$ cat src/rtl/interrupt_sequencer.sv
// rtl/interrupt_sequencer.sv - 6502-style interrupt/BRK/RTI entry-exit sequencer
// Drives stack pushes, vector fetch and RTI pops on a shared byte-wide memory port.
module interrupt_sequencer #(
  parameter int                      NUM_SRC     = 3,
  parameter logic [16*NUM_SRC-1:0]   VEC_TABLE   = {16'hFFFE, 16'hFFFA, 16'hFFFC},
  parameter logic [NUM_SRC-1:0]      NMASK       = 3'b011,
  parameter logic [NUM_SRC-1:0]      EDGE_MASK   = 3'b010,
  parameter logic [NUM_SRC-1:0]      NOPUSH_MASK = 3'b001,
  parameter logic [7:0]              STACK_PAGE  = 8'h01
) (
  input  logic               clk,
  input  logic               rst,
  input  logic [NUM_SRC-1:0] irq_src,
  input  logic               brk_req,
  input  logic               is_rti,
  input  logic               start,
  output logic               done,
  output logic               busy,
  output logic [15:0]        mem_addr,
  output logic [7:0]         mem_wdata,
  output logic               mem_we,
  input  logic [7:0]         mem_rdata,
  input  logic [15:0]        pc_in,
  input  logic [7:0]         status_in,
  input  logic [7:0]         sp_in,
  output logic [15:0]        pc_out,
  output logic [7:0]         status_out,
  output logic [7:0]         sp_out,
  output logic [NUM_SRC-1:0] ack
);

  localparam int IW = (NUM_SRC > 2) ? $clog2(NUM_SRC) : 1;

  typedef enum logic [3:0] {
    IDLE, PUSH_PCH, PUSH_PCL, PUSH_P, VEC_LO, VEC_HI, VEC_CAP,
    POP_P, POP_PCL, POP_PCH, POP_CAP, DONE
  } state_t;

  state_t             state_q, state_d;
  logic [NUM_SRC-1:0] pend_q, pend_d;
  logic [NUM_SRC-1:0] prev_q;
  logic [IW-1:0]      sel_q, sel_d;
  logic               brk_q, brk_d;
  logic [7:0]         lo_q, lo_d;
  logic [15:0]        pc_q, pc_d;
  logic [7:0]         status_q, status_d;
  logic [7:0]         sp_q, sp_d;
  logic [NUM_SRC-1:0] ack_q, ack_d;

  logic [NUM_SRC-1:0] req, elig, edge_set, edge_clr;
  logic [IW-1:0]      pick;
  logic               found;
  logic [15:0]        vec;
  logic [7:0]         sp_m1, sp_m2, sp_p1, sp_p2, sp_p3;

  assign sp_m1 = sp_in - 8'd1;
  assign sp_m2 = sp_in - 8'd2;
  assign sp_p1 = sp_in + 8'd1;
  assign sp_p2 = sp_in + 8'd2;
  assign sp_p3 = sp_in + 8'd3;
  assign vec   = VEC_TABLE[{sel_q, 4'b0000} +: 16];

  // Edge sources are read from the pending latch, level sources straight from the pin.
  assign req      = (EDGE_MASK & pend_q) | (~EDGE_MASK & irq_src);
  assign elig     = req & (NMASK | {NUM_SRC{~status_in[2]}});
  assign edge_set = irq_src & ~prev_q & EDGE_MASK;
  assign edge_clr = (state_q == VEC_LO) ? ((NUM_SRC'(1) << sel_q) & EDGE_MASK) : '0;
  assign pend_d   = (pend_q & ~edge_clr) | edge_set;

  always_comb begin
    found = 1'b0;
    pick  = '0;
    for (int i = NUM_SRC - 1; i >= 0; i--) begin
      if (elig[i]) begin
        found = 1'b1;
        pick  = IW'(i);
      end
    end
  end

  always_comb begin
    state_d   = state_q;
    sel_d     = sel_q;
    brk_d     = brk_q;
    lo_d      = lo_q;
    pc_d      = pc_q;
    status_d  = status_q;
    sp_d      = sp_q;
    ack_d     = ack_q;
    mem_addr  = 16'h0000;
    mem_wdata = 8'h00;
    mem_we    = 1'b0;
    case (state_q)
      IDLE: begin
        if (start) begin
          if (is_rti) begin
            state_d = POP_P;
            sp_d    = sp_p3;
            ack_d   = '0;
          end else if (found || brk_req) begin
            sel_d    = found ? pick : IW'(NUM_SRC - 1);
            brk_d    = ~found;
            state_d  = (found && NOPUSH_MASK[pick]) ? VEC_LO : PUSH_PCH;
            sp_d     = sp_in - 8'd3;
            status_d = status_in | 8'h04;
            ack_d    = found ? (NUM_SRC'(1) << pick) : (NUM_SRC'(1) << (NUM_SRC - 1));
          end else begin
            state_d  = DONE;
            pc_d     = pc_in;
            status_d = status_in;
            sp_d     = sp_in;
            ack_d    = '0;
          end
        end
      end
      PUSH_PCH: begin
        mem_addr  = {STACK_PAGE, sp_in};
        mem_wdata = pc_in[15:8];
        mem_we    = 1'b1;
        state_d   = PUSH_PCL;
      end
      PUSH_PCL: begin
        mem_addr  = {STACK_PAGE, sp_m1};
        mem_wdata = pc_in[7:0];
        mem_we    = 1'b1;
        state_d   = PUSH_P;
      end
      PUSH_P: begin
        mem_addr  = {STACK_PAGE, sp_m2};
        mem_wdata = {status_in[7:6], 1'b1, brk_q, status_in[3:0]};
        mem_we    = 1'b1;
        state_d   = VEC_LO;
      end
      VEC_LO: begin
        mem_addr = vec;
        state_d  = VEC_HI;
      end
      VEC_HI: begin
        mem_addr = vec + 16'd1;
        lo_d     = mem_rdata;
        state_d  = VEC_CAP;
      end
      VEC_CAP: begin
        pc_d    = {mem_rdata, lo_q};
        state_d = DONE;
      end
      POP_P: begin
        mem_addr = {STACK_PAGE, sp_p1};
        state_d  = POP_PCL;
      end
      POP_PCL: begin
        mem_addr = {STACK_PAGE, sp_p2};
        status_d = {mem_rdata[7:6], 1'b1, 1'b0, mem_rdata[3:0]};
        state_d  = POP_PCH;
      end
      POP_PCH: begin
        mem_addr = {STACK_PAGE, sp_p3};
        lo_d     = mem_rdata;
        state_d  = POP_CAP;
      end
      POP_CAP: begin
        pc_d    = {mem_rdata, lo_q};
        state_d = DONE;
      end
      DONE:    state_d = IDLE;
      default: state_d = IDLE;
    endcase
  end

  always_ff @(posedge clk or posedge rst) begin
    if (rst) begin
      state_q  <= IDLE;
      pend_q   <= '0;
      prev_q   <= '0;
      sel_q    <= '0;
      brk_q    <= 1'b0;
      lo_q     <= 8'h00;
      pc_q     <= 16'h0000;
      status_q <= 8'h00;
      sp_q     <= 8'h00;
      ack_q    <= '0;
    end else begin
      state_q  <= state_d;
      pend_q   <= pend_d;
      prev_q   <= irq_src;
      sel_q    <= sel_d;
      brk_q    <= brk_d;
      lo_q     <= lo_d;
      pc_q     <= pc_d;
      status_q <= status_d;
      sp_q     <= sp_d;
      ack_q    <= ack_d;
    end
  end

  assign done       = (state_q == DONE);
  assign busy       = (state_q != IDLE);
  assign pc_out     = pc_q;
  assign status_out = status_q;
  assign sp_out     = sp_q;
  assign ack        = ack_q;

endmodule

$ cat config.mk
export PLATFORM = sky130hd
export DESIGN_NAME = interrupt_sequencer
export DESIGN_NICKNAME = d
export VERILOG_FILES = /design/src/rtl/interrupt_sequencer.sv
export SDC_FILE = /design/constraint.sdc
export NUM_CORES = 1
export LEC_CHECK = 0
export ABC_AREA = 1
export CAP_MARGIN = 20
export CORE_MARGIN = 4
export CORE_UTILIZATION = 35
export CTS_CLUSTER_SIZE = 16
export DETAILED_ROUTE_END_ITERATION = 10
export PLACE_DENSITY = 0.72
export SLEW_MARGIN = 20
export SYNTH_ARGS = -nofsm -noshare
export SYNTH_HDL_FRONTEND = slang
export SYNTH_SLANG_ARGS = --single-unit
$ cat constraint.sdc
create_clock -name clk -period 4.8 [get_ports clk]
set_input_delay 0.72 -clock clk [delete_from_list [all_inputs] [get_ports clk]]
set_output_delay 0.72 -clock clk [all_outputs]
set_load 0.03 [all_outputs]
# == After elaboration in Yosys (flattened, before gate mapping) ==
# Cells that the tools add are included.
# word_totals
regBits,55
output_inout_bits,62
input_bits,48
wordCells,89
# classes
n_eq_ne,14
order_cmp,1
n_addsub,7
n_bitwise,10
shift,3
n_reduce_logical,13
n_mux,31
# ops
operator,count
case mux 16 bit (8 select lines),1
two-way mux 16 bit,3
variable part select 48 x 7 -> 16 bit (first input constant),1
case mux 4 bit (10 select lines),1
two-way mux 8 bit,4
case mux 16 bit (2 select lines),1
case mux 8 bit (3 select lines),1
adder 16 x 1 -> 16 bit (second input constant),1
adder 8 x 2 -> 8 bit (second input constant),2
== test 4 x 3 -> 1 bit (second input constant),4
== test 4 bit (second input constant),4
case mux 8 bit (2 select lines),1
subtractor 8 x 2 -> 8 bit (second input constant),2
two-way mux 3 bit,5
two-way mux 4 bit,3
two-way mux 2 bit,5
adder 8 x 1 -> 8 bit (second input constant),1
== test 4 x 2 -> 1 bit (second input constant),2
AND reduction 4 bit,2
subtractor 8 x 1 -> 8 bit (second input constant),1
bitwise AND 3 bit,2
inequality test 2 bit (second input constant),3
two-way mux 1 bit,5
== test 4 x 1 -> 1 bit (second input constant),1
19 further kinds,23

# == Logic depth before layout (Yosys ltp) ==
# Gate-level depths: netlist of run 1.
# logic_depth
word_depth,13
depth_mapped,12
depth_no_buf,11

# == Least setup slack after synthesis of run 1 ==
# Ideal clock, no wire load.
# synth_path
kind,flip-flop to output port
startpoint,reg state_q[0]
endpoint,out mem_addr[5]
path_stages_with_launch,10
required_time_ps,4080
t_arrival_ps,2033
n_path_buf,1
slack_ps,2047
cell_sequence,dfrtp_1 -> nor2_4 -> nand2_2 -> buf_2 -> fa_1 -> nand3_1 -> nand3_1 -> a21oi_1 -> o21ai_1 -> nand3_1
# synth_between
elab_chain_len,2
word_cells_on_any_way,9
cone_classes,eq/ne (8); mux (1)
# synth_lines
element,line,rtl
"start, declared",39,"state_t state_q, state_d;"
"start signal, assigned",183,state_q <= state_d;
== test 4 bit (tied with other cells),93,case (state_q)
case mux 16 bit (8 select lines) (*),93,
"end, declared",19,"output logic [15:0] mem_addr,"
# Every way passes the cells marked *; elsewhere a longest branch is shown, timed or not.

# == Worst setup path after layout of run 1 ==
# layout_path
startpoint,reg state_q[2]
endpoint,out mem_addr[5]
# Same word-level chain as after synthesis.

==> flow_summary.json, run 1 <==
{
  "hold_viol_final": 0,
  "crit_path_cell_trace": "inv_1, nor2_1, nand2_1, ha_1, nand3_1, nand3_1, nand2_1, nand2_1, nand2_1, nand3_1, nand3_1, clkdlybuf4s50_1",
  "start_kind": "flip-flop",
  "initial_core_util_pct": 36.14,
  "num-nets-final": 779,
  "grt_pass1_wl_um": 20480,
  "portBuffers": 109,
  "p_comb_share_pct": 65.9,
  "cts_setup_buffers": 0,
  "gr-total-overflow": 0,
  "synth_nets": 681,
  "first_iter_violations": 256,
  "peakVddDrop_mv": 0.3746,
  "syn_area_um2": 3953,
  "yosys.area_share.simple_pct": 33.87,
  "num_rows": 38,
  "r2r-start": "pend_q[1]",
  "grt_pass1_vias": 4117,
  "dp_hpwl_um": 9877,
  "clock-sinks": 52,
  "yosys_warnings": 0,
  "cp_max_fo": 9,
  "synthAdderAreaFrac_pct": 6.394,
  "tightest_slew_ns": 0.9000,
  "fin_skew_ns": 0.005422,
  "finalWirelength_um": 12650,
  "dpl-instance-area_um2": 5107,
  "synth_cell_types": 35,
  "synth-main-ff-cell": "dfrtp_1",
  "routed_via_density": 4.999,
  "critPathArrivalTime_ns": 3.24,
  "io_pins": 110,
  "synthMuxAreaShare_pct": 0,
  "drc_errors": 0,
  "p_leak_nw": 2.613,
  "cts_buffers": 5,
  "maxSlewViolCount": 0,
  "cp-end-kind": "output pin",
  "path_class": "reg2out",
  "setup_viol": 0,
  "hold_class": "reg2reg",
  "path_clk_slew_ns": 0.06,
  "design_area_um2": 5276,
  "crit_path_end": "mem_addr[5]",
  "track_usage_pct": 19.31,
  "synth_top_family_by_area": "simple AND/OR/NAND/NOR gates",
  "synth_xor_xnor_area_share_pct": 0.8864,
  "p_clk_share_pct": 11.6,
  "p_switching_w": 0.001719,
  "wl_per_cell_um": 14.82,
  "grt_setup_unrepaired": "no",
  "power.density_nw_per_um2": 654.7,
  "min_period_ns": 3.963,
  "dieArea_um2": 13060,
  "vias": 4264,
  "die_x_um": 114.3,
  "cap_violations": 0,
  "internal_power_w": 0.001736,
  "syn_inst": 614,
  "finalSetupTns_ns": 0,
  "ctsResizeCount": 0,
  "cpMaxStageDelayCell": "clkdlybuf4s50_1",
  "htree_levels": 2,
  "crit_start": "state_q[2]",
  "max_stage_delay_ns": 0.69,
  "status": "finished, final reports clean",
  "ys_async_sr_fraction_pct": 100.0,
  "grt_max_degree": 53,
  "synth_seq_cells": 52,
  "swShare_pct": 49.75,
  "fin_crit_sh_pct": 82.56,
  "timing.slew.headroom_pct": 39.93,
  "cts_root_buffer": "clkbuf_16",
  "clockBufferDepth": 2,
  "synth_edf_count": 0,
  "syn_area_per_cell_um2": 6.437,
  "seq_area_frac_synth_pct": 32.92,
  "cts_tree": "built",
  "die_h_um": 114.3,
  "power_frac_seq_pct": 22.5,
  "r2r_end": "pc_out[12]",
  "ctsHoldBuffers": 0,
  "core_um2": 10940,
  "crit_required_ns": 4.08,
  "clk_latency_ns": 0.29,
  "antenna_cells": 0,
  "gp_congestion": 0.9289,
  "synth-compound-area-share_pct": 13.64,
  "antenna_found_initial": 0,
  "dr.pass1.iters": 5,
  "antenna_left": 0,
  "ff2ff_setup_slack_ns": 2.62,
  "reg2reg_depth": 8,
  "layout-drive-gt1-share_pct": 3.366,
  "fmaxAchievable_mhz": 252.4,
  "synthToLayoutAreaGrowth_pct": 33.49
}
[worst max-delay path: cells and delay by family, from the launching register on]
family        cells  cell delay (ns)
fa+ha+maj         1             0.43
buf+inv           2             0.79
flops             1             0.40
simple gates      9             1.32
[metrics by stage]
step	worst slack [ns]	instances	power [W]	util (%)	hold WS [ns]
2_1_floorplan	2.047	614	0.002212	-	0.3996
3_3_place_gp	0.9192	845	0.003019	46.70	0.4241
3_5_place_dp	0.8928	845	0.003054	46.70	0.4265
4_1_cts	0.8631	853	0.003475	48.24	0.4433
5_1_grt	0.6448	853	0.003694	48.25	0.5009
6_report	0.8372	853	0.003454	48.25	0.4444
[cell usage after synthesis, types with 3 or more instances]
cell type | instances | share of area [%]
dfrtp_1 | 52 | 33
o211ai_1 | 5 | 0.95
a21oi_1 | 22 | 2.8
ha_1 | 17 | 5.4
nand4_1 | 6 | 0.95
o21ai_0 | 26 | 3.3
nand3_1 | 55 | 7.0
inv_1 | 91 | 8.6
xnor2_1 | 3 | 0.66
nand2_1 | 210 | 20
buf_4 | 12 | 2.3
clkbuf_1 | 4 | 0.38
nand2_2 | 3 | 0.47
o21a_1 | 5 | 0.95
nor2_1 | 44 | 4.2
o21ai_1 | 31 | 3.9
inv_2 | 4 | 0.38
[power by group through the flow]
| stage | registers (W) | logic, W | clock network (W) |
|---|---|---|---|
| after floorplan | 0.00104 | 0.00117 | 0 |
| after global placement | 0.000774 | 0.00224 | 0 |
| after detailed placement | 0.000784 | 0.00227 | 0 |
| after CTS | 0.000776 | 0.00229 | 0.000411 |
| after global routing | 0.000802 | 0.00247 | 0.000427 |
| final | 0.000776 | 0.00228 | 0.000401 |
[cell type report]
cell class	count	area (µm²)
inverters	97	367.9
fillers	1136	5659
clock inverters	3	42.54
multi-input cells	446	2166
clock buffers	5	125.1
flip-flops and latches	52	1301
repair buffers	110	1099
well taps	140	175.2
[routing by layer]
metal  part of all wire, %  vias to the layer above  global-route usage [%]
li1                      -                     2134                       -
met1                    46                     1966                   26.35
met2                    46                      149                   32.36
met3                   6.3                       15                   3.436
met4                   1.2                        0                   3.642
met5                     0                        -                       0
[cell usage in the layout, fill, tap and decap left out, drive strengths merged, types with 2 or more instances in the layout]
cell type,count
clkinv,3
nor2,47
fa,2
nand4,6
o21ai,58
o221ai,2
inv,95
xnor2,3
nor3,2
o21a,5
nand2,213
dfrtp,52
clkdlybuf4s50,109
clkbuf,5
a21oi,23
o211ai,5
a31oi,2
ha,17
nand3,55
or2,2
[how the worst min path moves through the flow]
stage                         start  slack (ns)  depth (start not counted)        end
after floorplan           prev_q[1]        0.40                          1  pend_q[1]
after global placement    prev_q[1]        0.42                          1  pend_q[1]
after detailed placement  prev_q[1]        0.43                          1  pend_q[1]
after CTS                 prev_q[1]        0.44                          1  pend_q[1]
final                     prev_q[1]        0.44                          1  pend_q[1]
after global routing      prev_q[1]        0.50                          1  pend_q[1]
[flip-flops by register name, summed over array words and instances, names as in the netlist, 2 cells and up]
register    count
sel_q           2
pc_out         16
state_q         4
lo_q            8
ack             3
sp_out          8
status_out      8
[cells by family (layout without fill, tap and decap cells)]
kind of cell | after synthesis | in the layout
DFF | 52 | 52
buffers and inverters | 116 | 215
adders and majority gates | 19 | 19
and+or+nand+nor | 326 | 326
AOI/OAI and AO/OA | 97 | 97
xor gates and xnor gates | 4 | 4
(Power assumes the default switching activity.)
==> run 2, diff against run 1 <==
- clock period: 4.8 -> 3.7 ns (I/O delays scaled with it)
==> run 2 against run 1 <==
Compared with the run above:
- setup slack got worse by 0.64 ns
- via count is 0.14% lower
- non-clock buffer count grew 5
- flip-flop and latch count is the same
- cell count grew 0.47%
- clock skew rose by 0.00063 ns
- first-iteration DRC count increased by 1.6%
- critical path type is now in2out
==> flow_summary.json, run 2 (same netlist as run 1, synthesis figures left out) <==
{
  "htree_levels": 2,
  "wl_per_cell_um": 14.60,
  "grt_pass1_wl_um": 20680,
  "layout_common_cells": "nand2_1, clkdlybuf4s50_1, inv_1, nand3_1, dfrtp_1",
  "portBuffers": 109,
  "clockBufferDepth": 2,
  "finalSetupTns_ns": 0,
  "gr-total-overflow": 0,
  "power.density_nw_per_um2": 848.6,
  "fillCellCount": 1126,
  "dp.cells": 850,
  "crit_required_ns": 3.14,
  "synthToLayoutAreaGrowth_pct": 35.14,
  "fin_hold_ws_ns": 0.4580,
  "layout_commonest_cell": "nand2_1",
  "cp_max_fo": 6,
  "p_leak_nw": 2.685,
  "core_um2": 10940,
  "cts_root_buffer": "clkbuf_16",
  "cap_violations": 0,
  "grt_setup_unrepaired": "no",
  "grt_pass1_vias": 4223,
  "die_x_um": 114.3,
  "regArea_um2": 1301,
  "status": "finished, final reports clean",
  "vias": 4258,
  "antenna_found_initial": 0,
  "min_period_ns": 3.502,
  "die_h_um": 114.3,
  "hold_viol_final": 0,
  "routed_via_density": 4.968,
  "finalWirelength_um": 12510,
  "num_rows": 38,
  "drc_errors": 0,
  "fin_skew_ns": 0.006054,
  "io_pins": 110,
  "clk_latency_ns": 0.29,
  "antenna_cells": 0,
  "maxSlewViolCount": 0,
  "start_kind": "primary input",
  "tightest_slew_ns": 0.9144,
  "cts_tree": "built",
  "dieArea_um2": 13060,
  "hold_start": "prev_q[1]",
  "critPathArrivalTime_ns": 2.95,
  "clock-sinks": 52,
  "ctsResizeCount": 0,
  "cts_buffers": 5,
  "grt_max_degree": 53,
  "layout-drive-gt1-share_pct": 4.045,
  "first_iter_violations": 260,
  "hold_class": "reg2reg",
  "num-nets-final": 784,
  "cts_setup_buffers": 0,
  "path_class": "in2out",
  "timing.slew.headroom_pct": 38.97,
  "dp_hpwl_um": 9772,
  "track_usage_pct": 19.31,
  "setup_viol": 0,
  "antenna_left": 0,
  "ctsHoldBuffers": 0,
  "multiInputGateArea_um2": 2168,
  "peakVddDrop_mv": 0.6198,
  "fin_cells": 857,
  "largest_reg_flops": 16,
  "dr.pass1.iters": 5,
  "fmaxAchievable_mhz": 285.5,
  "path_clk_slew_ns": 0.07,
  "initial_core_util_pct": 36.14,
  "r2r-start": "pend_q[1]",
  "fin_crit_sh_pct": 94.65,
  "crit_start": "sp_in[1]",
  "gp_congestion": 0.9488,
  "cp-end-kind": "output pin"
}
## run 2: critical path, stage by stage
cell and delay [ns]:
clkdlybuf4s50_1 0.63, inv_1 0.15, ha_1 0.24, nor2_1 0.24, nand2_1 0.09, nand2_1 0.08
nand3_1 0.07, nand2_1 0.11, nand3b_1 0.11, clkdlybuf4s50_1 0.67
## run 2: routing by layer
layer  wire length [µm]  GRT usage, %  part of all wire (%)
met1               5571         25.52                    45
met2               5869         33.88                    47
met3                954         3.277                   7.6
met4                114         2.771                  0.91
met5                  0             0                     0
## run 2: where the power goes
part,leakage (nW),switching [W],internal (W),total [W]
Sequential,0.633,0.000166,0.000841,0.00101
Clock,0.0899,0.000201,0.000384,0.000585
Combinational,1.96,0.00184,0.00110,0.00294
Total,2.68,0.00221,0.00232,0.00453
## run 2: area by class of cell
class | instances | share of cell area, %
Inverter | 97 | 6.887
Timing Repair Buffer | 115 | 21.41
Multi-Input combinational cell | 446 | 40.60
Tap cell | 140 | 3.279
Sequential cell | 52 | 24.36
Clock inverter | 2 | 1.124
Clock buffer | 5 | 2.342
## run 2: worst paths after layout
kind | to | slack, ns | depth (start not counted)
worst max-delay path | mem_addr[6] | 0.20 | 10
worst min-delay path | pend_q[1] | 0.46 | 1
worst max register to register | pc_out[14] | 1.57 | 8
worst min register to register | pend_q[1] | 0.46 | 1
max in group asynchronous | status_out[7] | 2.40 | 2
min in group asynchronous | pc_out[12] | 0.76 | 2
## run 2: per-stage QoR
step / power (W) / utilization, % / worst slack [ns] / cell area [µm²]
final: 0.004533 / 48.84 / 0.1979 / 5341
after CTS: 0.004561 / 48.74 / 0.06210 / 5330
after detailed placement: 0.003957 / 47.05 / 0.1788 / 5145
after floorplan: 0.002869 / - / 1.112 / 3953
after global routing: 0.004872 / 48.84 / 0.0001221 / 5341
after global placement: 0.003927 / 47.05 / 0.2167 / 5145
